$ cat config.mk
export PLATFORM = sky130hd
export DESIGN_NAME = iob_axis_word_unpack_flat
export DESIGN_NICKNAME = d
export VERILOG_FILES = /design/src/rtl/iob_axis_word_unpack_if.sv /design/src/rtl/iob_axis_word_unpack.sv /design/src/flat_wrapper.sv
export SDC_FILE = /design/constraint.sdc
export NUM_CORES = 1
export LEC_CHECK = 0
export CAP_MARGIN = 20
export CORE_UTILIZATION = 44
export DETAILED_ROUTE_END_ITERATION = 12
export GPL_ROUTABILITY_DRIVEN = 0
export PLACE_DENSITY_LB_ADDON = 0.3
export SLEW_MARGIN = 20
export SYNTH_ARGS = -nofsm -noshare
export SYNTH_HDL_FRONTEND = slang
export SYNTH_SLANG_ARGS = --single-unit
export TNS_END_PERCENT = 10
$ cat constraint.sdc
create_clock -name clk_i -period 2.66 [get_ports clk_i]
set_input_delay 0.798 -clock clk_i [delete_from_list [all_inputs] [get_ports clk_i]]
set_output_delay 0.798 -clock clk_i [all_outputs]
set_load 0.1 [all_outputs]
$ cat src/rtl/iob_axis_word_unpack_if.sv
`default_nettype none
// +----------------------------------------------------------------------------+
// | iob_axis_word_unpack_if : packed-word input and narrow beat output buses   |
// | Revision 1.0                                                               |
// +----------------------------------------------------------------------------+

interface iob_axis_word_unpack_in_if #(
  parameter int TDATA_W = 8
);
  localparam int N = 32 / TDATA_W;

  logic [31:0]  tdata;
  logic [N-1:0] tstrb;
  logic         tlast;
  logic         tvalid;
  logic         tready;

  modport master (output tdata, output tstrb, output tlast, output tvalid, input tready);
  modport slave  (input tdata, input tstrb, input tlast, input tvalid, output tready);
endinterface

interface iob_axis_word_unpack_out_if #(
  parameter int TDATA_W = 8
);
  logic [TDATA_W-1:0] tdata;
  logic               tlast;
  logic               tvalid;
  logic               tready;

  modport master (output tdata, output tlast, output tvalid, input tready);
  modport slave  (input tdata, input tlast, input tvalid, output tready);
endinterface

`default_nettype wire

$ cat src/rtl/iob_axis_word_unpack.sv
`default_nettype none
// +----------------------------------------------------------------------------+
// | iob_axis_word_unpack : 32-bit strobed words -> TDATA_W AXI-Stream beats    |
// | Optional strobe check: IOB_AXIS_UNPACK_STRB_CHECK_EN.  Revision 1.0        |
// +----------------------------------------------------------------------------+

module iob_axis_word_unpack #(
  parameter int TDATA_W   = 8,
  parameter int PKT_CNT_W = 16
) (
  input  wire                        clk_i,
  input  wire                        cke_i,
  input  wire                        rst_i,
  input  wire                        enable_i,
  iob_axis_word_unpack_in_if.slave   in_if,
  iob_axis_word_unpack_out_if.master axis_if,
  output logic [PKT_CNT_W-1:0]       pkt_cnt_o,
  output logic                       busy_o,
  output logic                       err_o
);

  localparam int N = 32 / TDATA_W;

  localparam logic [0:0] ST_EMPTY = 1'b0;
  localparam logic [0:0] ST_DRAIN = 1'b1;

  logic [0:0]           state_q;
  logic [0:0]           state_d;
  logic [N-1:0]         rem_mask_q;
  logic [N-1:0]         rem_mask_d;
  logic [31:0]          hold_data_q;
  logic                 hold_last_q;
  logic [PKT_CNT_W-1:0] pkt_cnt_q;

  logic [N-1:0]         cur_oh;
  logic                 hold_valid;
  logic                 last_lane;
  logic                 out_tlast;
  logic                 in_hs;
  logic                 out_hs;
  logic [TDATA_W-1:0]   cur_data;

  // Isolate the lowest pending lane as a one-hot select
  assign cur_oh    = rem_mask_q & (~rem_mask_q + N'(1));
  assign last_lane = (rem_mask_q == cur_oh);

  assign in_if.tready = enable_i & (~hold_valid | (axis_if.tready & last_lane));
  assign in_hs        = in_if.tvalid & in_if.tready;
  assign out_hs       = hold_valid & axis_if.tready;

  always_ff @(posedge clk_i) begin
    if (cke_i) begin
      if (rst_i) begin
        state_q <= ST_EMPTY;
      end else begin
        state_q <= state_d;
      end
    end
  end

  always_comb begin
    state_d = state_q;
    if (in_hs) begin
      state_d = (|in_if.tstrb) ? ST_DRAIN : ST_EMPTY;
    end else if (out_hs && last_lane) begin
      state_d = ST_EMPTY;
    end
  end

  always_comb begin
    hold_valid = (state_q == ST_DRAIN);
    out_tlast  = hold_valid & hold_last_q & last_lane;
    busy_o     = hold_valid;
  end

  always_comb begin
    rem_mask_d = rem_mask_q;
    if (in_hs) begin
      rem_mask_d = in_if.tstrb;
    end else if (out_hs) begin
      rem_mask_d = rem_mask_q & ~cur_oh;
    end
  end

  always_comb begin
    cur_data = '0;
    for (int p = 0; p < N; p++) begin
      if (cur_oh[p]) begin
        cur_data = cur_data | hold_data_q[p*TDATA_W +: TDATA_W];
      end
    end
  end

  always_ff @(posedge clk_i) begin
    if (cke_i) begin
      if (rst_i) begin
        rem_mask_q  <= '0;
        hold_data_q <= '0;
        hold_last_q <= 1'b0;
        pkt_cnt_q   <= '0;
      end else begin
        rem_mask_q <= rem_mask_d;
        if (in_hs) begin
          hold_data_q <= in_if.tdata;
          hold_last_q <= in_if.tlast;
        end
        if (out_hs && out_tlast) begin
          pkt_cnt_q <= pkt_cnt_q + PKT_CNT_W'(1);
        end
      end
    end
  end

  assign axis_if.tvalid = hold_valid;
  assign axis_if.tdata  = cur_data;
  assign axis_if.tlast  = out_tlast;
  assign pkt_cnt_o      = pkt_cnt_q;

`ifdef IOB_AXIS_UNPACK_STRB_CHECK_EN
  logic err_q;
  logic strb_bad;

  // strb & (strb+1) is non-zero exactly when a set lane sits above a clear one
  assign strb_bad = (|(in_if.tstrb & (in_if.tstrb + N'(1)))) | (in_if.tlast & ~(|in_if.tstrb));

  always_ff @(posedge clk_i) begin
    if (cke_i) begin
      if (rst_i) begin
        err_q <= 1'b0;
      end else if (in_hs && strb_bad) begin
        err_q <= 1'b1;
      end
    end
  end

  assign err_o = err_q;
`else
  assign err_o = 1'b0;
`endif

endmodule

`default_nettype wire

$ cat src/flat_wrapper.sv
// flat-port wrapper written by rule: the top's interface ports become plain ports
module iob_axis_word_unpack_flat 
#(
  parameter int TDATA_W   = 8,
  parameter int PKT_CNT_W = 16
)
  (clk_i, cke_i, rst_i, enable_i, pkt_cnt_o, busy_o, err_o, in_if_tdata, in_if_tstrb, in_if_tlast, in_if_tvalid, in_if_tready, axis_if_tdata, axis_if_tlast, axis_if_tvalid, axis_if_tready);
  iob_axis_word_unpack_in_if #(.TDATA_W(TDATA_W)) in_if_i ();
  iob_axis_word_unpack_out_if #(.TDATA_W(TDATA_W)) axis_if_i ();
  input  wire clk_i;
  input  wire cke_i;
  input  wire rst_i;
  input  wire enable_i;
  output logic [PKT_CNT_W-1:0] pkt_cnt_o;
  output logic busy_o;
  output logic err_o;
  input wire logic [$bits(in_if_i.tdata)-1:0] in_if_tdata;
  input wire logic [$bits(in_if_i.tstrb)-1:0] in_if_tstrb;
  input wire logic [$bits(in_if_i.tlast)-1:0] in_if_tlast;
  input wire logic [$bits(in_if_i.tvalid)-1:0] in_if_tvalid;
  output wire logic [$bits(in_if_i.tready)-1:0] in_if_tready;
  output wire logic [$bits(axis_if_i.tdata)-1:0] axis_if_tdata;
  output wire logic [$bits(axis_if_i.tlast)-1:0] axis_if_tlast;
  output wire logic [$bits(axis_if_i.tvalid)-1:0] axis_if_tvalid;
  input wire logic [$bits(axis_if_i.tready)-1:0] axis_if_tready;
  assign in_if_i.tdata = in_if_tdata;
  assign in_if_i.tstrb = in_if_tstrb;
  assign in_if_i.tlast = in_if_tlast;
  assign in_if_i.tvalid = in_if_tvalid;
  assign in_if_tready = in_if_i.tready;
  assign axis_if_tdata = axis_if_i.tdata;
  assign axis_if_tlast = axis_if_i.tlast;
  assign axis_if_tvalid = axis_if_i.tvalid;
  assign axis_if_i.tready = axis_if_tready;
  iob_axis_word_unpack #(.TDATA_W(TDATA_W), .PKT_CNT_W(PKT_CNT_W)) u_core (.clk_i(clk_i), .cke_i(cke_i), .rst_i(rst_i), .enable_i(enable_i), .in_if(in_if_i), .axis_if(axis_if_i), .pkt_cnt_o(pkt_cnt_o), .busy_o(busy_o), .err_o(err_o));
endmodule
After elaboration in Yosys (flattened, before gate mapping)
Index checks and enable logic that the tools add are counted.

ROM bits: 0. Word-level logic and storage cells: 46. Bits in latches: 0. Memories kept: 0. Input bits: 43. Output and inout bits: 29. RAM bits: 0. Register bits after elaboration: 54.

Bitwise gates (word level): 15. Shift operators: 0. Order comparisons: 0. Multiplexer cells: 12. Div/mod/pow operators: 0. Multipliers: 0. Equal/unequal tests: 1. Reductions and logical operators: 11. $add $sub $neg: 2.

Operator list (count): 2-to-1 mux 32 bit (1); 2-to-1 mux 8 bit (4); bitwise OR 8 bit (3); adder 16 x 1 -> 16 bit (second input constant) (1); 2-to-1 mux 16 bit (1); AND 4 bit (2); 2-to-1 mux 4 bit (2); NOT 4 bit (2); AND reduction 2 bit (4); AND 1 bit (6); nonzero test 3 bit (2); adder 4 x 1 -> 4 bit (second input constant) (1); == test 4 bit (1); 2-to-1 mux 1 bit (4); nonzero test 2 bit (2); OR reduction 4 bit (1); logical AND 1 bit (2); NOT 1 bit (1); bitwise OR 1 bit (1).

Logic depth before layout (Yosys ltp)
Gate-level depths: netlist of run 1.

Word-level depth: 10. Mapped depth: 4.

Worst setup path after synthesis of run 1
OpenSTA, ideal clock, no wires.

Path kind: reg-to-output. From: register u_core.state_q, in the netlist u_core.axis_if.tvalid. To: output in_if_tready. Data arrival time: 2.463 ns. Setup slack: -0.601 ns. Stages on the path, launching flop included: 2. Required time: 1.862 ns. Cells stage by stage: edfxtp_1 -> o22ai_1.

Word-level cells in the longest chain between the ends: 3.

RTL lines: from (decl) (RTL line iob_axis_word_unpack.sv:27) `logic [0:0] state_q;`; from (signal assigned) (RTL line iob_axis_word_unpack.sv:56) `state_q <= state_d;`; NOT 1 bit (RTL line iob_axis_word_unpack.sv:47) `assign in_if.tready = enable_i & (~hold_valid | (axis_if.tready & last_lane));`; bitwise OR 1 bit (RTL line iob_axis_word_unpack.sv:47); AND 1 bit (RTL line iob_axis_word_unpack.sv:47); to (decl) (RTL line flat_wrapper.sv:21) `output wire logic [$bits(in_if_i.tready)-1:0] in_if_tready;`.

Every way passes these cells.

Worst setup path after layout of run 1
From: register u_core.rem_mask_q[1]. To: output axis_if_tdata[2].

Word-level cells in the longest chain between the ends: 8.

RTL lines: from (decl) (RTL line iob_axis_word_unpack.sv:29) `logic [N-1:0] rem_mask_q;`; from (signal assigned) (RTL line iob_axis_word_unpack.sv:102) `rem_mask_q <= rem_mask_d;`; NOT 4 bit (RTL line iob_axis_word_unpack.sv:44) `assign cur_oh = rem_mask_q & (~rem_mask_q + N'(1));`; adder 4 x 1 -> 4 bit (RTL line iob_axis_word_unpack.sv:44); AND 4 bit * (RTL line iob_axis_word_unpack.sv:44); 2-to-1 mux 8 bit (RTL line iob_axis_word_unpack.sv:88) `if (cur_oh[p]) begin`; bitwise OR 8 bit (RTL line iob_axis_word_unpack.sv:89) `cur_data = cur_data | hold_data_q[p*TDATA_W +: TDATA_W];`; 2-to-1 mux 8 bit (RTL line iob_axis_word_unpack.sv:88); bitwise OR 8 bit (RTL line iob_axis_word_unpack.sv:89); 2-to-1 mux 8 bit * (RTL line iob_axis_word_unpack.sv:88); to (decl) (RTL line flat_wrapper.sv:22) `output wire logic [$bits(axis_if_i.tdata)-1:0] axis_if_tdata;`.

Mark *: on every way between the ends. The rest lies on a longest branch, timed or not.

==> key figures, run 1 <==
Final layout
  – Post-route cell area: 3740 sq um
  – Area taken by flip-flops and latches: 1620 sq um
  – Number of non-filler instances in the completed layout: 382
  – Leading cell type in the layout, fill and taps excluded: sky130_fd_sc_hd__edfxtp_1
  – Final layout net count: 350
  – Number of diodes: 0
  – Share of post-route cells with drive strength above 1: 20.5%
  – Most frequent cells in the layout: sky130_fd_sc_hd__edfxtp_1, sky130_fd_sc_hd__clkdlybuf4s50_1, sky130_fd_sc_hd__nor2b_1, sky130_fd_sc_hd__buf_4, sky130_fd_sc_hd__nand2_1
  – Count of fill cells added during filler insertion: 495
  – Area added between synthesis and finish: 37.1%
  – Area used by multi-input combinational logic: 1050 sq um

Route
  – Average wire per standard cell: 14.4 microns
  – Pre-antenna DRT Iters: 4
  – Routed via count divided by cell count: 5.34
  – Routed vias: 2040
  – Total routed wirelength: 5520 microns
  – Count of routing violations after the opening detailed-route iteration: 99
  – DRC violations left: 0
  – Final ANT Viol Nets: 0

Synthesis
  – Main combinational cell family by area after synthesis: simple AND/OR/NAND/NOR gates
  – Share of Yosys cell area claimed by the top area cell type: 59.4%
  – Parity-gate share of the synthesized area counting xor and xnor cells: 0.962%
  – Post-synthesis sequential element count: 54
  – Number of synthesized flops with an enable pin: 54
  – Adder-cell share of the synthesized area: 0.458%
  – Mapped Avg Cell Area: 11.8 sq um
  – Post-Syn Area: 2730 sq um
  – Distinct cell type count after synthesis: 38
  – Yosys top cell by area: sky130_fd_sc_hd__edfxtp_1
  – Post-synthesis compound-gate area fraction: 10.3%
  – Cell count after synthesis: 231
  – Synthesized netlist net count: 275
  – Synthesis warning total: 0
  – Seq/Total Area, Yosys: 59.4%
  – Top cells by area, synth: sky130_fd_sc_hd__edfxtp_1, sky130_fd_sc_hd__nor2b_1, sky130_fd_sc_hd__nand2_1
  – Synth Area in Simple Gates: 22.1%
  – Share of synthesized registers carrying an async set or reset: 0%
  – Leading register cell type out of synthesis: sky130_fd_sc_hd__edfxtp_1
  – Mux share of post-synthesis cell area: 3.16%

Setup path
  – Number of buffer and inverter instances along the worst setup path: 2
  – Required @ worst endpoint: 1860 ps
  – Startpoint of the worst setup timing path: u_core.rem_mask_q[1]$_SDFFCE_PP0P_
  – Crit path DAT: 1830 ps
  – Critical setup path kind: reg -> out
  – Critical Path Sink Type: output pin
  – CP cell instances: nor2b_2 > buf_6 > a22oi_2 > o211ai_1 > clkbuf_16
  – Reg-to-Reg Start: u_core.rem_mask_q[2]$_SDFFCE_PP0P_
  – Kind of start point of the critical path: flop
  – Highest-delay cell along the critical path: sky130_fd_sc_hd__edfxtp_1
  – Maximum fanout encountered on the critical timing path: 6
  – Longest individual stage delay on the worst path: 520 ps
  – Category of cells accounting for the largest share of critical-path delay: flip-flops

Timing
  – Fmax achieved: 380 MHz
  – Setup total negative slack: 0 ps
  – Final worst-path cycle share: 98.8%
  – Final count of hold timing violations: 0
  – Clock period minus final worst setup slack: 2630 ps
  – Final hold slack: 707 ps
  – Skew final: 10.7 ps
  – Final setup violation count: 0
  – Unrepaired setup endpoints after global routing: yes
  – Max Transition Viols Final: 0
  – Setup WS post-layout: 31.2 ps

Pwr
  – Share of power burned in registers: 50.7%
  – P per Cell Area: 540 nW/um^2
  – Cell Int Power: 1.38 mW
  – Switching component of the power: 0.646 mW
  – Leakage power total: 1.32 nW
  – Max VDD drop: 331 uV
  – Switching Fraction: 31.9%
  – Share of total power in the clock network: 23.6%
  – Proportion of power drawn by combinational gates: 25.7%

Clocking
  – Clock-pin transition on the worst setup and hold timing paths: 100 ps
  – TritonCTS buffer count: 5
  – Latest clock arrival within the worst-skew pair: 320 ps
  – Root Buffer: sky130_fd_sc_hd__clkbuf_8
  – Maximum level of the CTS H-tree: 2
  – Number of buffers added to fix hold violations after cts: 0
  – CTS tree: yes
  – Sinks on the clock net: 54
  – Number of buffers on the longest clock path: 2

Global routing
  – Global-route wire length before repair: 8620 microns
  – Number of global-route vias before repair: 1942
  – Overflow left after global routing: 0
  – Total global routing track utilization: 17.8%
  – Maximum number of pins on one net before global-route repair: 34
  – Number of antenna violations at the first check in global routing: 0

Place
  – HPWL after DPL: 3950 microns
  – Placed Instance Area: 3610 sq um
  – DP Worst Slack: 121 ps
  – Port buffer count: 70
  – Count of placed standard cells including taps: 373

Run status
  – Run status: finished, final reports clean

Floorplan
  – Placeable core region: 5960 sq um
  – Chip height: 80.8 microns
  – Std cell rows: 28
  – Total die area: 6530 sq um
  – Initial Util: 45.9%
  – Number of top-level design ports: 72
  – Horizontal die dimension: 80.8 microns

Worst hold path
  – Hold path startpoint: u_core.pkt_cnt_o[0]$_SDFFCE_PP0P_
  – Class of the tightest hold or removal check: reg -> reg

Flow run
  – Number of violations of the max-capacitance limit: 0
==> state kept, by name, indices dropped and copies added, names as in the netlist <==
register,flops
u_core.hold_data_q,32
u_core.hold_last_q,1
u_core.axis_if.tvalid,1
u_core.pkt_cnt_o,16
u_core.rem_mask_q,4
==> metal layers <==
layer | wire length, microns | vias up | track usage (%)
li1 | - | 1000 | -
met2 | 2750 | 62 | 29.8
met4 | 124 | 0 | 8.21
met3 | 310 | 12 | 4.83
met1 | 2330 | 966 | 21.4
met5 | 0 | - | 0
==> kinds of logic (layout without fill, tap and decap cells) <==
| family | count (synthesis) | count (layout) |
|---|---|---|
| other | 1 | 1 |
| adders and majority gates | 1 | 1 |
| AOI/OAI and AO/OA | 38 | 38 |
| xor gates and xnor gates | 3 | 3 |
| buffers and inverters | 19 | 95 |
| muxes | 8 | 8 |
| and+or+nand+nor | 107 | 107 |
| DFF | 54 | 54 |
==> path summary, 6_finish.rpt <==
| kind | to | slack, ps | cells after the start |
|---|---|---|---|
| max | axis_if_tdata[2] | 30 | 5 |
| max reg2reg | u_core.hold_data_q[2]$_SDFFCE_PP0P_ | 770 | 4 |
| min reg2reg | u_core.pkt_cnt_o[0]$_SDFFCE_PP0P_ | 710 | 1 |
| min | u_core.pkt_cnt_o[0]$_SDFFCE_PP0P_ | 710 | 1 |
==> stage by stage <==
step / util, % / power (mW)
floorplan: - / 1.37
global placement: 60.6 / 1.55
detailed placement: 60.6 / 1.56
CTS: 62.3 / 2.03
global route: 62.9 / 2.10
finish: 62.9 / 2.02
==> synthesized netlist by cell type, types with 2 or more instances <==
library cell and instances:
sky130_fd_sc_hd__mux2i_1 3, sky130_fd_sc_hd__nand2_1 20, sky130_fd_sc_hd__a21oi_1 6, sky130_fd_sc_hd__xor2_1 2, sky130_fd_sc_hd__o21a_1 2, sky130_fd_sc_hd__and3_1 2
sky130_fd_sc_hd__mux2_1 2, sky130_fd_sc_hd__a211o_1 2, sky130_fd_sc_hd__o31ai_1 4, sky130_fd_sc_hd__edfxtp_1 54, sky130_fd_sc_hd__o21ai_0 4, sky130_fd_sc_hd__inv_1 5
sky130_fd_sc_hd__nand4_1 2, sky130_fd_sc_hd__nand3_1 15, sky130_fd_sc_hd__nor4_1 5, sky130_fd_sc_hd__mux2_2 3, sky130_fd_sc_hd__buf_4 2, sky130_fd_sc_hd__or4_1 5
sky130_fd_sc_hd__nor2_1 10, sky130_fd_sc_hd__nor2b_1 41, sky130_fd_sc_hd__and2_1 2, sky130_fd_sc_hd__buf_6 2, sky130_fd_sc_hd__o211ai_1 9, sky130_fd_sc_hd__clkbuf_1 8
sky130_fd_sc_hd__a22oi_1 8
==> worst reg2reg max path: stages (launching register included) <==
cell	delay, ps
sky130_fd_sc_hd__edfxtp_1	500
sky130_fd_sc_hd__a211o_1	350
sky130_fd_sc_hd__a311oi_4	320
sky130_fd_sc_hd__o21a_1	200
sky130_fd_sc_hd__buf_12	220
==> power groups by stage <==
| stage | Sequential [mW] | Clock (mW) | Combinational, mW |
|---|---|---|---|
| detailed placement | 1.04 | 0 | 0.515 |
| finish | 1.03 | 0.478 | 0.520 |
| global placement | 1.04 | 0 | 0.510 |
| global route | 1.03 | 0.521 | 0.546 |
| CTS | 1.02 | 0.490 | 0.519 |
| floorplan | 1.13 | 0 | 0.239 |
==> layout make-up <==
class                   count  share of cell area, %
flip-flops and latches     54                   43.3
multi-input cells         158                   28.0
clock inverters             3                  0.702
inverters                   5                  0.501
well taps                  75                   2.51
repair buffers             82                   23.2
clock buffers               5                   1.84
==> what timing repair did <==
action | in CTS | in global routing
setup endpoints to repair | 4 | 9
endpoints found under the hold margin | 0 | 0
pin swaps | 1 | 4
resized for setup | 0 | 8
buffers inserted | 1 | 1
Note: power is estimated with default switching activity, not from simulation.
==> run 2: changes to the inputs <==
--- a/config.mk
+++ b/config.mk
@@ -6,6 +6,7 @@
 export NUM_CORES = 1
 export LEC_CHECK = 0
 export CAP_MARGIN = 20
+export CORE_ASPECT_RATIO = 1.1
 export CORE_UTILIZATION = 44
 export DETAILED_ROUTE_END_ITERATION = 12
 export GPL_ROUTABILITY_DRIVEN = 0
==> key figures, run 2 (synthesis results as in run 1) <==
Run status
  – Run status: finished, final reports clean (unchanged)

Clocking
  – Clock-pin transition on the worst setup and hold timing paths: 90 ps (was 100 ps)
  – Number of buffers added to fix hold violations after cts: 0 (unchanged)
  – Latest clock arrival within the worst-skew pair: 300 ps (was 320 ps)
  – Number of buffers on the longest clock path: 2 (unchanged)
  – Maximum level of the CTS H-tree: 2 (unchanged)
  – CTS tree: yes (unchanged)
  – Root Buffer: sky130_fd_sc_hd__clkbuf_8 (unchanged)
  – TritonCTS buffer count: 5 (unchanged)
  – Sinks on the clock net: 54 (unchanged)

Route
  – Routed via count divided by cell count: 5.26 (was 5.34)
  – DRC violations left: 0 (unchanged)
  – Total routed wirelength: 5590 microns (was 5520 microns)
  – Pre-antenna DRT Iters: 4 (unchanged)
  – Count of routing violations after the opening detailed-route iteration: 110 (was 99)
  – Routed vias: 2027 (was 2040)
  – Final ANT Viol Nets: 0 (unchanged)
  – Average wire per standard cell: 14.5 microns (was 14.4 microns)

Setup path
  – Startpoint of the worst setup timing path: u_core.rem_mask_q[1]$_SDFFCE_PP0P_ (unchanged)
  – Required @ worst endpoint: 1860 ps (about the same)
  – Maximum fanout encountered on the critical timing path: 6 (unchanged)
  – CP cell instances: nor2b_2 > buf_4 > a22oi_1 > o211ai_1 > buf_12 (was nor2b_2 > buf_6 > a22oi_2 > o211ai_1 > clkbuf_16)
  – Critical Path Sink Type: output pin (unchanged)
  – Crit path DAT: 1810 ps (was 1830 ps)
  – Reg-to-Reg Start: u_core.rem_mask_q[0]$_SDFFCE_PP0P_ (was u_core.rem_mask_q[2]$_SDFFCE_PP0P_)
  – Longest individual stage delay on the worst path: 520 ps (about the same)
  – Critical setup path kind: reg -> out (unchanged)
  – Count of cells along the worst register-to-register path: 4 (unchanged)
  – Highest-delay cell along the critical path: sky130_fd_sc_hd__edfxtp_1 (unchanged)
  – Kind of start point of the critical path: flop (unchanged)

Floorplan
  – Total die area: 6530 sq um (about the same)
  – Std cell rows: 29 (was 28)
  – Chip height: 84.6 microns (was 80.8 microns)
  – Horizontal die dimension: 77.1 microns (was 80.8 microns)
  – Placeable core region: 5880 sq um (was 5960 sq um)
  – Initial Util: 46.5% (was 45.9%)
  – Number of top-level design ports: 72 (unchanged)

Global routing
  – Number of antenna violations at the first check in global routing: 0 (unchanged)
  – Global-route wire length before repair: 9200 microns (was 8620 microns)
  – Number of global-route vias before repair: 1913 (was 1942)
  – Overflow left after global routing: 0 (unchanged)
  – Total global routing track utilization: 18.2% (was 17.8%)
  – Maximum number of pins on one net before global-route repair: 34 (unchanged)

Final layout
  – Most frequent cells in the layout: sky130_fd_sc_hd__edfxtp_1, sky130_fd_sc_hd__clkdlybuf4s50_1, sky130_fd_sc_hd__nor2b_1, sky130_fd_sc_hd__buf_4, sky130_fd_sc_hd__nand2_1 (unchanged)
  – Post-route cell area: 3720 sq um (was 3740 sq um)
  – Number of non-filler instances in the completed layout: 385 (was 382)
  – Max FFs per register: 32 (unchanged)
  – Final core area utilization: 63.3% (was 62.9%)
  – Final layout net count: 352 (was 350)
  – Count of fill cells added during filler insertion: 496 (was 495)
  – Area added between synthesis and finish: 36.3% (was 37.1%)
  – Number of diodes: 0 (unchanged)
  – Largest register by flop count: u_core.hold_data_q (unchanged)
  – Share of post-route cells with drive strength above 1: 20.1% (was 20.5%)
  – Leading cell type in the layout, fill and taps excluded: sky130_fd_sc_hd__edfxtp_1 (unchanged)

Pwr
  – Post-layout total power: 1.97 mW (was 2.02 mW)
  – Share of power burned in registers: 51.9% (was 50.7%)
  – Cell Int Power: 1.36 mW (was 1.38 mW)
  – Proportion of power drawn by combinational gates: 26.3% (was 25.7%)
  – Switching Fraction: 31.2% (was 31.9%)
  – Max VDD drop: 319 uV (was 331 uV)
  – Share of total power in the clock network: 21.8% (was 23.6%)
  – Leakage power total: 1.31 nW (was 1.32 nW)
  – P per Cell Area: 531 nW/um^2 (was 540 nW/um^2)
  – Switching component of the power: 0.615 mW (was 0.646 mW)

Worst hold path
  – Class of the tightest hold or removal check: reg -> reg (unchanged)
  – Worst hold stages: 1 (unchanged)
  – Hold path startpoint: u_core.pkt_cnt_o[0]$_SDFFCE_PP0P_ (unchanged)

Timing
  – Clock period minus final worst setup slack: 2610 ps (was 2630 ps)
  – Final count of hold timing violations: 0 (unchanged)
  – Max Transition Viols Final: 0 (unchanged)
  – Unrepaired setup endpoints after global routing: yes (unchanged)
  – Setup WS post-layout: 49.2 ps (was 31.2 ps)
  – Final hold slack: 714 ps (was 707 ps)
  – Final setup violation count: 0 (unchanged)
  – Skew final: 7.38 ps (was 10.7 ps)
  – Fmax achieved: 383 MHz (was 380 MHz)
  – Final worst-path cycle share: 98.2% (was 98.8%)
  – Setup total negative slack: 0 ps (unchanged)

Place
  – Count of placed standard cells including taps: 374 (was 373)
  – Port buffer count: 70 (unchanged)
  – Placed Instance Area: 3600 sq um (was 3610 sq um)
  – HPWL after DPL: 3960 microns (was 3950 microns)
  – DP Worst Slack: 86.2 ps (was 121 ps)

Flow run
  – Number of violations of the max-capacitance limit: 0 (unchanged)
run 2: cell count changes in the layout (fill, tap and decap cells not counted):
cell / delta
sky130_fd_sc_hd__buf_4: +3
sky130_fd_sc_hd__buf_12: +2
sky130_fd_sc_hd__a22oi_2: -2
sky130_fd_sc_hd__clkinv_4: -1
sky130_fd_sc_hd__clkbuf_16: -2
sky130_fd_sc_hd__inv_6: -2
sky130_fd_sc_hd__clkinv_2: +2
sky130_fd_sc_hd__a22oi_1: +2
sky130_fd_sc_hd__buf_6: -1
run 2: worst max-delay path, delay by kind of cell, from the launching register on:
kind | cells | cell delay (ps)
AOI/OAI and AO/OA | 2 | 380
buffers and inverters | 2 | 400
DFF | 1 | 520
and+or+nand+nor | 1 | 210
run 2: layer usage:
layer  routed length [microns]  vias to the layer above  GRT usage, %  share of wire [%]
met1                      2510                      964          24.8                 45
met5                         0                        -             0                  0
met2                      2740                       50          28.6                 49
li1                          -                     1008             -                  -
met4                        44                        0          5.15               0.79
met3                       289                        5          5.00                5.2
run 2: layout make-up:
cell class	count	area (sq um)	area share (%)
sequential	54	1620	43.6
multi-input combinational	158	1040	27.9
timing repair buffer	84	868	23.3
tap	77	96.3	2.59
clock buffer	5	68.8	1.85
inverter	5	18.8	0.504
clock inverter	2	10.0	0.269
run 2: final timing paths:
kind                                    endpoint  slack [ps]
max                             axis_if_tdata[7]          50
min            u_core.pkt_cnt_o[0]$_SDFFCE_PP0P_         710
max reg2reg  u_core.hold_data_q[0]$_SDFFCE_PP0P_         760
min reg2reg    u_core.pkt_cnt_o[0]$_SDFFCE_PP0P_         710
run 2: power by group through the flow:
stage	registers [mW]	logic, mW	clock network (mW)
CTS	1.02	0.519	0.441
global placement	1.04	0.508	0
finish	1.03	0.519	0.430
global route	1.03	0.546	0.472
floorplan	1.13	0.239	0
detailed placement	1.04	0.515	0
run 2: repair_timing:
action                                  CTS  global route
resized for setup                         2             1
endpoints found under the hold margin     0             0
cloned                                    0             0
buffers inserted                          1             3
pin swaps                                 1             4
endpoints found under the setup margin    6             7
